<file path="src/rtl/xor_parity_pkg.sv">
// Shared definitions for the streaming XOR parity accumulator.
//   ST_IDLE / ST_ACC / ST_HOLD : FSM state encodings
//   state_e                    : enumerated FSM state type built on those encodings
//   sat_inc                    : saturating increment for counters up to 32 bits wide
package xor_parity_pkg;

   localparam logic [1:0] ST_IDLE = 2'd0;
   localparam logic [1:0] ST_ACC  = 2'd1;
   localparam logic [1:0] ST_HOLD = 2'd2;

   typedef enum logic [1:0] {
      S_IDLE = ST_IDLE,
      S_ACC  = ST_ACC,
      S_HOLD = ST_HOLD
   } state_e;

   // Increment v, clamped at the all-ones value of a w-bit counter.
   // Callers zero-extend into 32 bits and truncate the result back.
   function automatic logic [31:0] sat_inc(input logic [31:0] v, input int unsigned w);
      logic [31:0] max_v;
      max_v = (w >= 32) ? 32'hFFFF_FFFF : ((32'd1 << w) - 32'd1);
      return (v >= max_v) ? max_v : (v + 32'd1);
   endfunction

endpackage

</file>
<file path="src/rtl/xor_reduce.sv">
// Combinational XOR reduction: y = ^x.
//   x : WIDTH-bit input word
//   y : parity of x (1 when an odd number of bits are set)
module xor_reduce #(
   parameter int WIDTH = 4
) (
   input  logic [WIDTH-1:0] x,
   output logic             y
);

   assign y = ^x;

endmodule

</file>
<file path="src/rtl/xor_parity_accumulator.sv">
// Streaming XOR parity engine over multi-beat frames of WIDTH-bit words.
// Accumulates column (lane-wise) parity and beat count per frame and
// presents a registered result with frame parity and expected-parity mismatch.
//
// Optional feature: define XOR_PARITY_ERR_CNT_EN to build a saturating
// mismatch counter on err_count; otherwise err_count is tied to 0.
//
// Ports:
//   clk        : clock, rising edge
//   rst        : synchronous reset, active-high
//   odd_mode   : 0 even / 1 odd parity, taken on the accepted last beat
//   in_valid   : input beat valid
//   in_ready   : input beat ready (!out_valid || out_ready)
//   in_data    : input word
//   in_last    : final beat of frame
//   in_exp_par : expected frame parity, taken on the accepted last beat
//   out_valid  : result valid
//   out_ready  : result accepted by consumer
//   out_parity : frame parity ^ odd_mode
//   out_lanes  : bitwise XOR of all words in the frame
//   out_beats  : beats in frame, saturating
//   out_err    : out_parity != expected parity
//   err_count  : saturating count of accepted results with out_err=1
//
// state  | meaning
// IDLE   | no frame open, no result pending
// ACC    | frame open, no result pending
// HOLD   | result pending (out_valid=1); a frame may be open in the background
module xor_parity_accumulator
   import xor_parity_pkg::*;
#(
   parameter int WIDTH = 4,
   parameter int CNT_W = 8
) (
   input  logic             clk,
   input  logic             rst,
   input  logic             odd_mode,
   input  logic             in_valid,
   output logic             in_ready,
   input  logic [WIDTH-1:0] in_data,
   input  logic             in_last,
   input  logic             in_exp_par,
   output logic             out_valid,
   input  logic             out_ready,
   output logic             out_parity,
   output logic [WIDTH-1:0] out_lanes,
   output logic [CNT_W-1:0] out_beats,
   output logic             out_err,
   output logic [CNT_W-1:0] err_count
);

   state_e           state_q;
   logic             frame_open_q;
   logic [WIDTH-1:0] lanes_q;
   logic [CNT_W-1:0] beats_q;

   logic             out_valid_q;
   logic             out_parity_q;
   logic [WIDTH-1:0] out_lanes_q;
   logic [CNT_W-1:0] out_beats_q;
   logic             out_err_q;

   logic             beat_acc;
   logic             res_acc;
   logic             frame_open_d;
   logic [WIDTH-1:0] lanes_d;
   logic [CNT_W-1:0] beats_d;
   logic             lane_par;
   logic             parity_d;

   assign in_ready = !out_valid_q || out_ready;
   assign beat_acc = in_valid && in_ready;
   assign res_acc  = out_valid_q && out_ready;

   // The first beat of a frame reloads the accumulators instead of folding
   // into whatever the previous frame left behind.
   always_comb begin
      lanes_d      = in_data;
      beats_d      = CNT_W'(1);
      frame_open_d = frame_open_q;
      if (frame_open_q) begin
         lanes_d = lanes_q ^ in_data;
         beats_d = CNT_W'(sat_inc(32'(beats_q), CNT_W));
      end
      if (beat_acc) begin
         frame_open_d = !in_last;
      end
   end

   xor_reduce #(.WIDTH(WIDTH)) u_reduce (
      .x (lanes_d),
      .y (lane_par)
   );

   assign parity_d = lane_par ^ odd_mode;

   always_ff @(posedge clk) begin
      if (rst) begin
         state_q      <= S_IDLE;
         frame_open_q <= 1'b0;
         lanes_q      <= '0;
         beats_q      <= '0;
         out_valid_q  <= 1'b0;
         out_parity_q <= 1'b0;
         out_lanes_q  <= '0;
         out_beats_q  <= '0;
         out_err_q    <= 1'b0;
      end else begin
         frame_open_q <= frame_open_d;

         if (beat_acc && !in_last) begin
            lanes_q <= lanes_d;
            beats_q <= beats_d;
         end

         // A last beat can only be accepted in HOLD when the pending result
         // is taken in the same cycle, so loading the new result here is safe.
         if (beat_acc && in_last) begin
            out_valid_q  <= 1'b1;
            out_parity_q <= parity_d;
            out_lanes_q  <= lanes_d;
            out_beats_q  <= beats_d;
            out_err_q    <= parity_d ^ in_exp_par;
         end else if (res_acc) begin
            out_valid_q  <= 1'b0;
         end

         case (state_q)
            S_IDLE, S_ACC: begin
               if (beat_acc) begin
                  state_q <= in_last ? S_HOLD : S_ACC;
               end
            end
            S_HOLD: begin
               if (res_acc && !(beat_acc && in_last)) begin
                  state_q <= frame_open_d ? S_ACC : S_IDLE;
               end
            end
            default: state_q <= S_IDLE;
         endcase
      end
   end

   assign out_valid  = out_valid_q;
   assign out_parity = out_parity_q;
   assign out_lanes  = out_lanes_q;
   assign out_beats  = out_beats_q;
   assign out_err    = out_err_q;

`ifdef XOR_PARITY_ERR_CNT_EN
   logic [CNT_W-1:0] err_cnt_q;

   always_ff @(posedge clk) begin
      if (rst) begin
         err_cnt_q <= '0;
      end else if (res_acc && out_err_q) begin
         err_cnt_q <= CNT_W'(sat_inc(32'(err_cnt_q), CNT_W));
      end
   end

   assign err_count = err_cnt_q;
`else
   assign err_count = '0;
`endif

endmodule
</file>
<file path="config.mk">
export PLATFORM = sky130hd
export DESIGN_NAME = xor_parity_accumulator
export DESIGN_NICKNAME = d
export VERILOG_FILES = /design/src/rtl/xor_parity_pkg.sv /design/src/rtl/xor_reduce.sv /design/src/rtl/xor_parity_accumulator.sv
export SDC_FILE = /design/constraint.sdc
export NUM_CORES = 1
export LEC_CHECK = 0
export ABC_CLOCK_PERIOD_IN_PS = 3900
export CAP_MARGIN = 20
export CORE_UTILIZATION = 40
export CTS_BUF_LIST = sky130_fd_sc_hd__clkbuf_4
export CTS_CLUSTER_DIAMETER = 60
export DETAILED_ROUTE_END_ITERATION = 10
export PLACE_DENSITY = 0.68
export SYNTH_ARGS = -nofsm -noshare
export SYNTH_HDL_FRONTEND = slang
export SYNTH_HIERARCHICAL = 1
export SYNTH_SLANG_ARGS = --single-unit
export TNS_END_PERCENT = 5
</file>
<file path="constraint.sdc">
create_clock -name clk -period 3.9 [get_ports clk]
set_input_delay 0.78 -clock clk [delete_from_list [all_inputs] [get_ports clk]]
set_output_delay 0.78 -clock clk [all_outputs]
set_load 0.05 [all_outputs]
</file>
* Word level (Yosys, flattened, before mapping)
Index checks and enable logic that the tools add are counted.
** Word-level totals
- Register bits :: 28
- Bits of input ports :: 11
- Output and inout bits :: 24
- Logic and storage cells :: 27
** Operators by class
- Add/sub/neg operators :: 1
- $lt $le $gt $ge :: 1
- Mux-type cells :: 5
- Bitwise gates (word level) :: 3
- Reduce and logical (&&, ||, !) cells :: 9
** Operators with widths (count)
- $mux 8 :: 2
- $add 8x1->8 const B :: 1
- $ge 8x8->1 const B :: 1
- $logic_and 1x1->1 :: 4
- $mux 4 :: 1
- $reduce_xor 4->1 :: 1
- $xor 4x4->4 :: 1
- $logic_not 1->1 :: 2
- $mux 1 :: 2
- $reduce_bool 2->1 :: 1
- $xor 1x1->1 :: 2
- $logic_or 1x1->1 :: 1

* Depth between registers and ports, before layout
- Depth in word-level cells :: 5
- Gate-level depth with buffers :: 10
- Depth with buffers taken out :: 9

* By module
The synthesis kept the hierarchy.
** Modules (own cells, without submodules)
- xor_parity_accumulator :: times used 1, cells each 160, area each 1377.6 µm², seq. area each 560.5 µm²
- xor_reduce :: times used 1, cells each 3, area each 26.3 µm², seq. area each 0.0 µm²

* Worst setup path before layout
Ideal clock, no wire load.
- Kind :: input -> register
- Start point :: in in_data[3]
- End point :: reg out_err_q (netlist: out_err)
- Arrival time :: 1858 ps
- Required time :: 3830 ps
- Slack :: 1972 ps
- Stages :: 8
- Path through :: xor2_1 -> inv_1 -> xor2_1 -> xnor2_1 -> xnor2_1 -> xnor2_1 -> nand2_1 -> a21oi_1
** Between the ends
- Cells in the longest elaborated chain, start to end :: 5
** Ends and longest elaborated chain
- from (decl) :: RTL line xor_parity_accumulator.sv:40 : input logic [WIDTH-1:0] in_data,
- $xor 4x4->4 :: RTL line xor_parity_accumulator.sv:82 : lanes_d = lanes_q ^ in_data;
- $mux 4 (*) :: RTL line xor_parity_accumulator.sv:81 : if (frame_open_q) begin
- named net lanes_d[3] :: RTL line xor_parity_accumulator.sv:66 : logic [WIDTH-1:0] lanes_d;
- $reduce_xor 4->1 (*) :: RTL line xor_reduce.sv:11 : assign y = ^x;
- named net lane_par :: RTL line xor_parity_accumulator.sv:68 : logic lane_par;
- $xor 1x1->1 (*) :: RTL line xor_parity_accumulator.sv:95 : assign parity_d = lane_par ^ odd_mode;
- $xor 1x1->1 (*) :: RTL line xor_parity_accumulator.sv:123 : out_err_q <= parity_d ^ in_exp_par;
- to (signal assigned) :: RTL line xor_parity_accumulator.sv:123
- to (decl) :: RTL line xor_parity_accumulator.sv:61 : logic out_err_q;
Mark *: on every way through the listed nets, which the timed path passes. The rest lies on a longest branch.
A chain may end at the register's enable or synchronous reset.

* Final worst setup path
- Start point :: in out_ready
- End point :: out in_ready
** Between the ends
- Cells in the longest elaborated chain, start to end :: 1
** Ends and longest elaborated chain
- from (decl) :: RTL line xor_parity_accumulator.sv:44 : input logic out_ready,
- $logic_or 1x1->1 :: RTL line xor_parity_accumulator.sv:71 : assign in_ready = !out_valid_q || out_ready;
- to (decl) :: RTL line xor_parity_accumulator.sv:39 : output logic in_ready,
Every way passes these cells.

==> out/results.txt <==
status: completed
Leak: 0.0005987 uW
Worst Path Required: 3.12 ns
Setup violations, final: 0
sequential share of the synthesized area: 39.93%
share of cells above drive strength 1: 3.889%
CTS-repair resized insts: 0
Post-CTS Setup Inserts: 0
vias per cell: 5.177
final-report max-slew violation count: 0
post-synthesis cell area: 1404 um^2
P&R area growth vs syn: 18.00%
Setup CP Type: in2out
Bufs on Longest Clock Path: 2
CTS sink count: 28
first-pass GRT wire length: 4.409 mm
n_diodes: 0
via count: 1,170
Most used DFF post-synth: dfxtp_1
final RePlAce weighted congestion: 0.8054
HPWL after detailed placement: 1.935 mm
vias in the first global route: 1,039
Yosys cell types: 38
Crit. End Element: output pin
total global routing track utilization: 15.76%
Syn Area/Cell: 8.613 um^2
Post-CTS Hold Buffers: 0
Worst-Skew Late Latency: 0.33 ns
# IOs: 35
fin crit period: 3.082 ns
FF-to-FF path depth: 9
clock root buffer master: clkbuf_4
Initial DRT Pass Iterations: 4
Worst Path Arrival: 2.30 ns
global route total overflow: 0
# rows: 21
#FFs+latches synth: 28
Slew headroom: 48.87%
Ys Warns: 6
max-capacitance violation count: 0
CTS Buf Count: 3
HP Class: reg2reg
placed cell areas: 1604 um^2
cells after synthesis: 163
IO Port Bufs: 26
Worst Setup Start Kind: primary input
RSZ-0062 raised after global routing: false
Least-Margin Pin Slew: 0.7670 ns
die area: 3750 um^2
die outline width: 61.24 um
Pwr Density: 372.1 nW/um^2
Starting DRT DRC Count: 39
clk slew on worst S/H paths: 0.14 ns
Max Freq: 324.5 MHz
maximum VDD drop: 0.2335 mV
wire length per cell: 12.08 um
Final nets: 193
final period utilization: 79.02%
Starting Density: 42.07%
worst-path fanout max: 7
design area: 1657 um^2
H-tree depth: 1
number of synthesized flops with an enable pin: 0
FFs w/ async S/R, synth: 0%
Core Area: 3337 um^2
Die Ht: 61.24 um
pin count of the biggest net entering global routing: 24
final wirelength: 2.730 mm
worst clock skew: 0.006767 ns
Fin. Hold Viols: 0
hold path depth: 2
number of remaining DRC errors: 0
ANT nets after route: 0
initial antenna violation count: 0
Fin Setup TNS: 0 ns
CTS tree: built
cell usage in the layout, fill, tap and decap left out, drive strengths merged, types with 2 or more instances in the layout:
cell and count:
a211oi 16, a21oi 11, a31oi 4, and4 2, clkbuf 3, clkdlybuf4s50 26
conb 8, dfxtp 28, inv 7, nand2 15, nand2b 2, nand3 4
nand3b 2, nand4 2, nor2 15, o21ai 3, o21bai 4, o32ai 2
xnor2 4, xor2 6
per-stage QoR:
stage	setup WS (ns)	hold WS (ns)	std cells	util, %	power (uW)
after floorplan	1.972	0.4781	170	-	408.8
after global placement	0.8672	0.4456	222	48.07	429.2
after detailed placement	0.8193	0.4455	222	48.07	431.4
after CTS	0.8138	0.4651	226	49.64	623.7
after global routing	0.7841	0.4847	226	49.64	642.6
final	0.8183	0.4629	226	49.64	616.4
worst max-delay path, cell delays in order:
cell and delay [ns]:
clkdlybuf4s50_1 0.45, nand2b_1 0.22, clkdlybuf4s50_1 0.85
path summary, 6_finish.rpt:
| path | startpoint | end | slack, ns |
|---|---|---|---|
| worst max-delay path | out_ready | in_ready | 0.82 |
| worst min-delay path | out_beats[2] | out_beats[2] | 0.46 |
| worst max register to register | frame_open_q | out_err | 1.85 |
| worst min register to register | out_beats[2] | out_beats[2] | 0.46 |
layout make-up:
cell class / instances / area (um^2)
clock buffer: 3 / 22.52
clock inverter: 1 / 30.03
multi-input combinational: 114 / 691.9
inverter: 7 / 26.28
tap: 46 / 57.56
fill: 328 / 1680
sequential: 28 / 560.5
timing repair buffer: 27 / 267.8
report_power, final:
part / switching, uW / internal [uW]
sequential: 8.75 / 297
clock: 87.1 / 104
combinational: 77.6 / 41.8
logic make-up (layout without fill, tap and decap cells):
kind of cell / count (synthesis) / after routing / synth area share (%)
mux: 1 / 1 / 0.7130
flops: 28 / 28 / 39.93
simple gates: 48 / 48 / 16.58
fa+ha+maj: 1 / 1 / 0.8911
other cells: 1 / 8 / 0.2671
buf+inv: 28 / 38 / 12.66
compound gates: 46 / 46 / 22.73
xor+xnor: 10 / 10 / 6.239
state kept, by name (all words and copies together), names as in the netlist:
| signal | count |
|---|---|
| out_valid | 1 |
| lanes_q | 4 |
| out_parity | 1 |
| out_err | 1 |
| out_lanes | 4 |
| beats_q | 8 |
| out_beats | 8 |
| frame_open_q | 1 |
routing by layer:
metal / wire, um / part of all wire, % / global-route usage (%)
met1: 1254 / 46 / 19.53
met2: 1335 / 49 / 26.86
met3: 115 / 4.2 / 3.992
met4: 25 / 0.92 / 4.870
met5: 0 / 0 / 0
cell usage after synthesis, drive strengths merged, types with 2 or more instances:
cell    number  area [um^2]
o21ai        3        15.01
nor2        15        56.30
a211oi      16        120.1
nand3b       2        15.01
nand2       15        56.30
xnor2        4        35.03
o32ai        2        17.52
buf         17        135.1
nand3        4        20.02
inv          7        26.28
xor2         6        52.55
clkbuf       4        16.26
o21bai       4        30.03
dfxtp       28        560.5
a31oi        4        25.02
nand4        2        12.51
nand2b       2        12.51
and4         2        20.02
a21oi       11        55.05
Note: power is estimated with default switching activity, not from simulation.
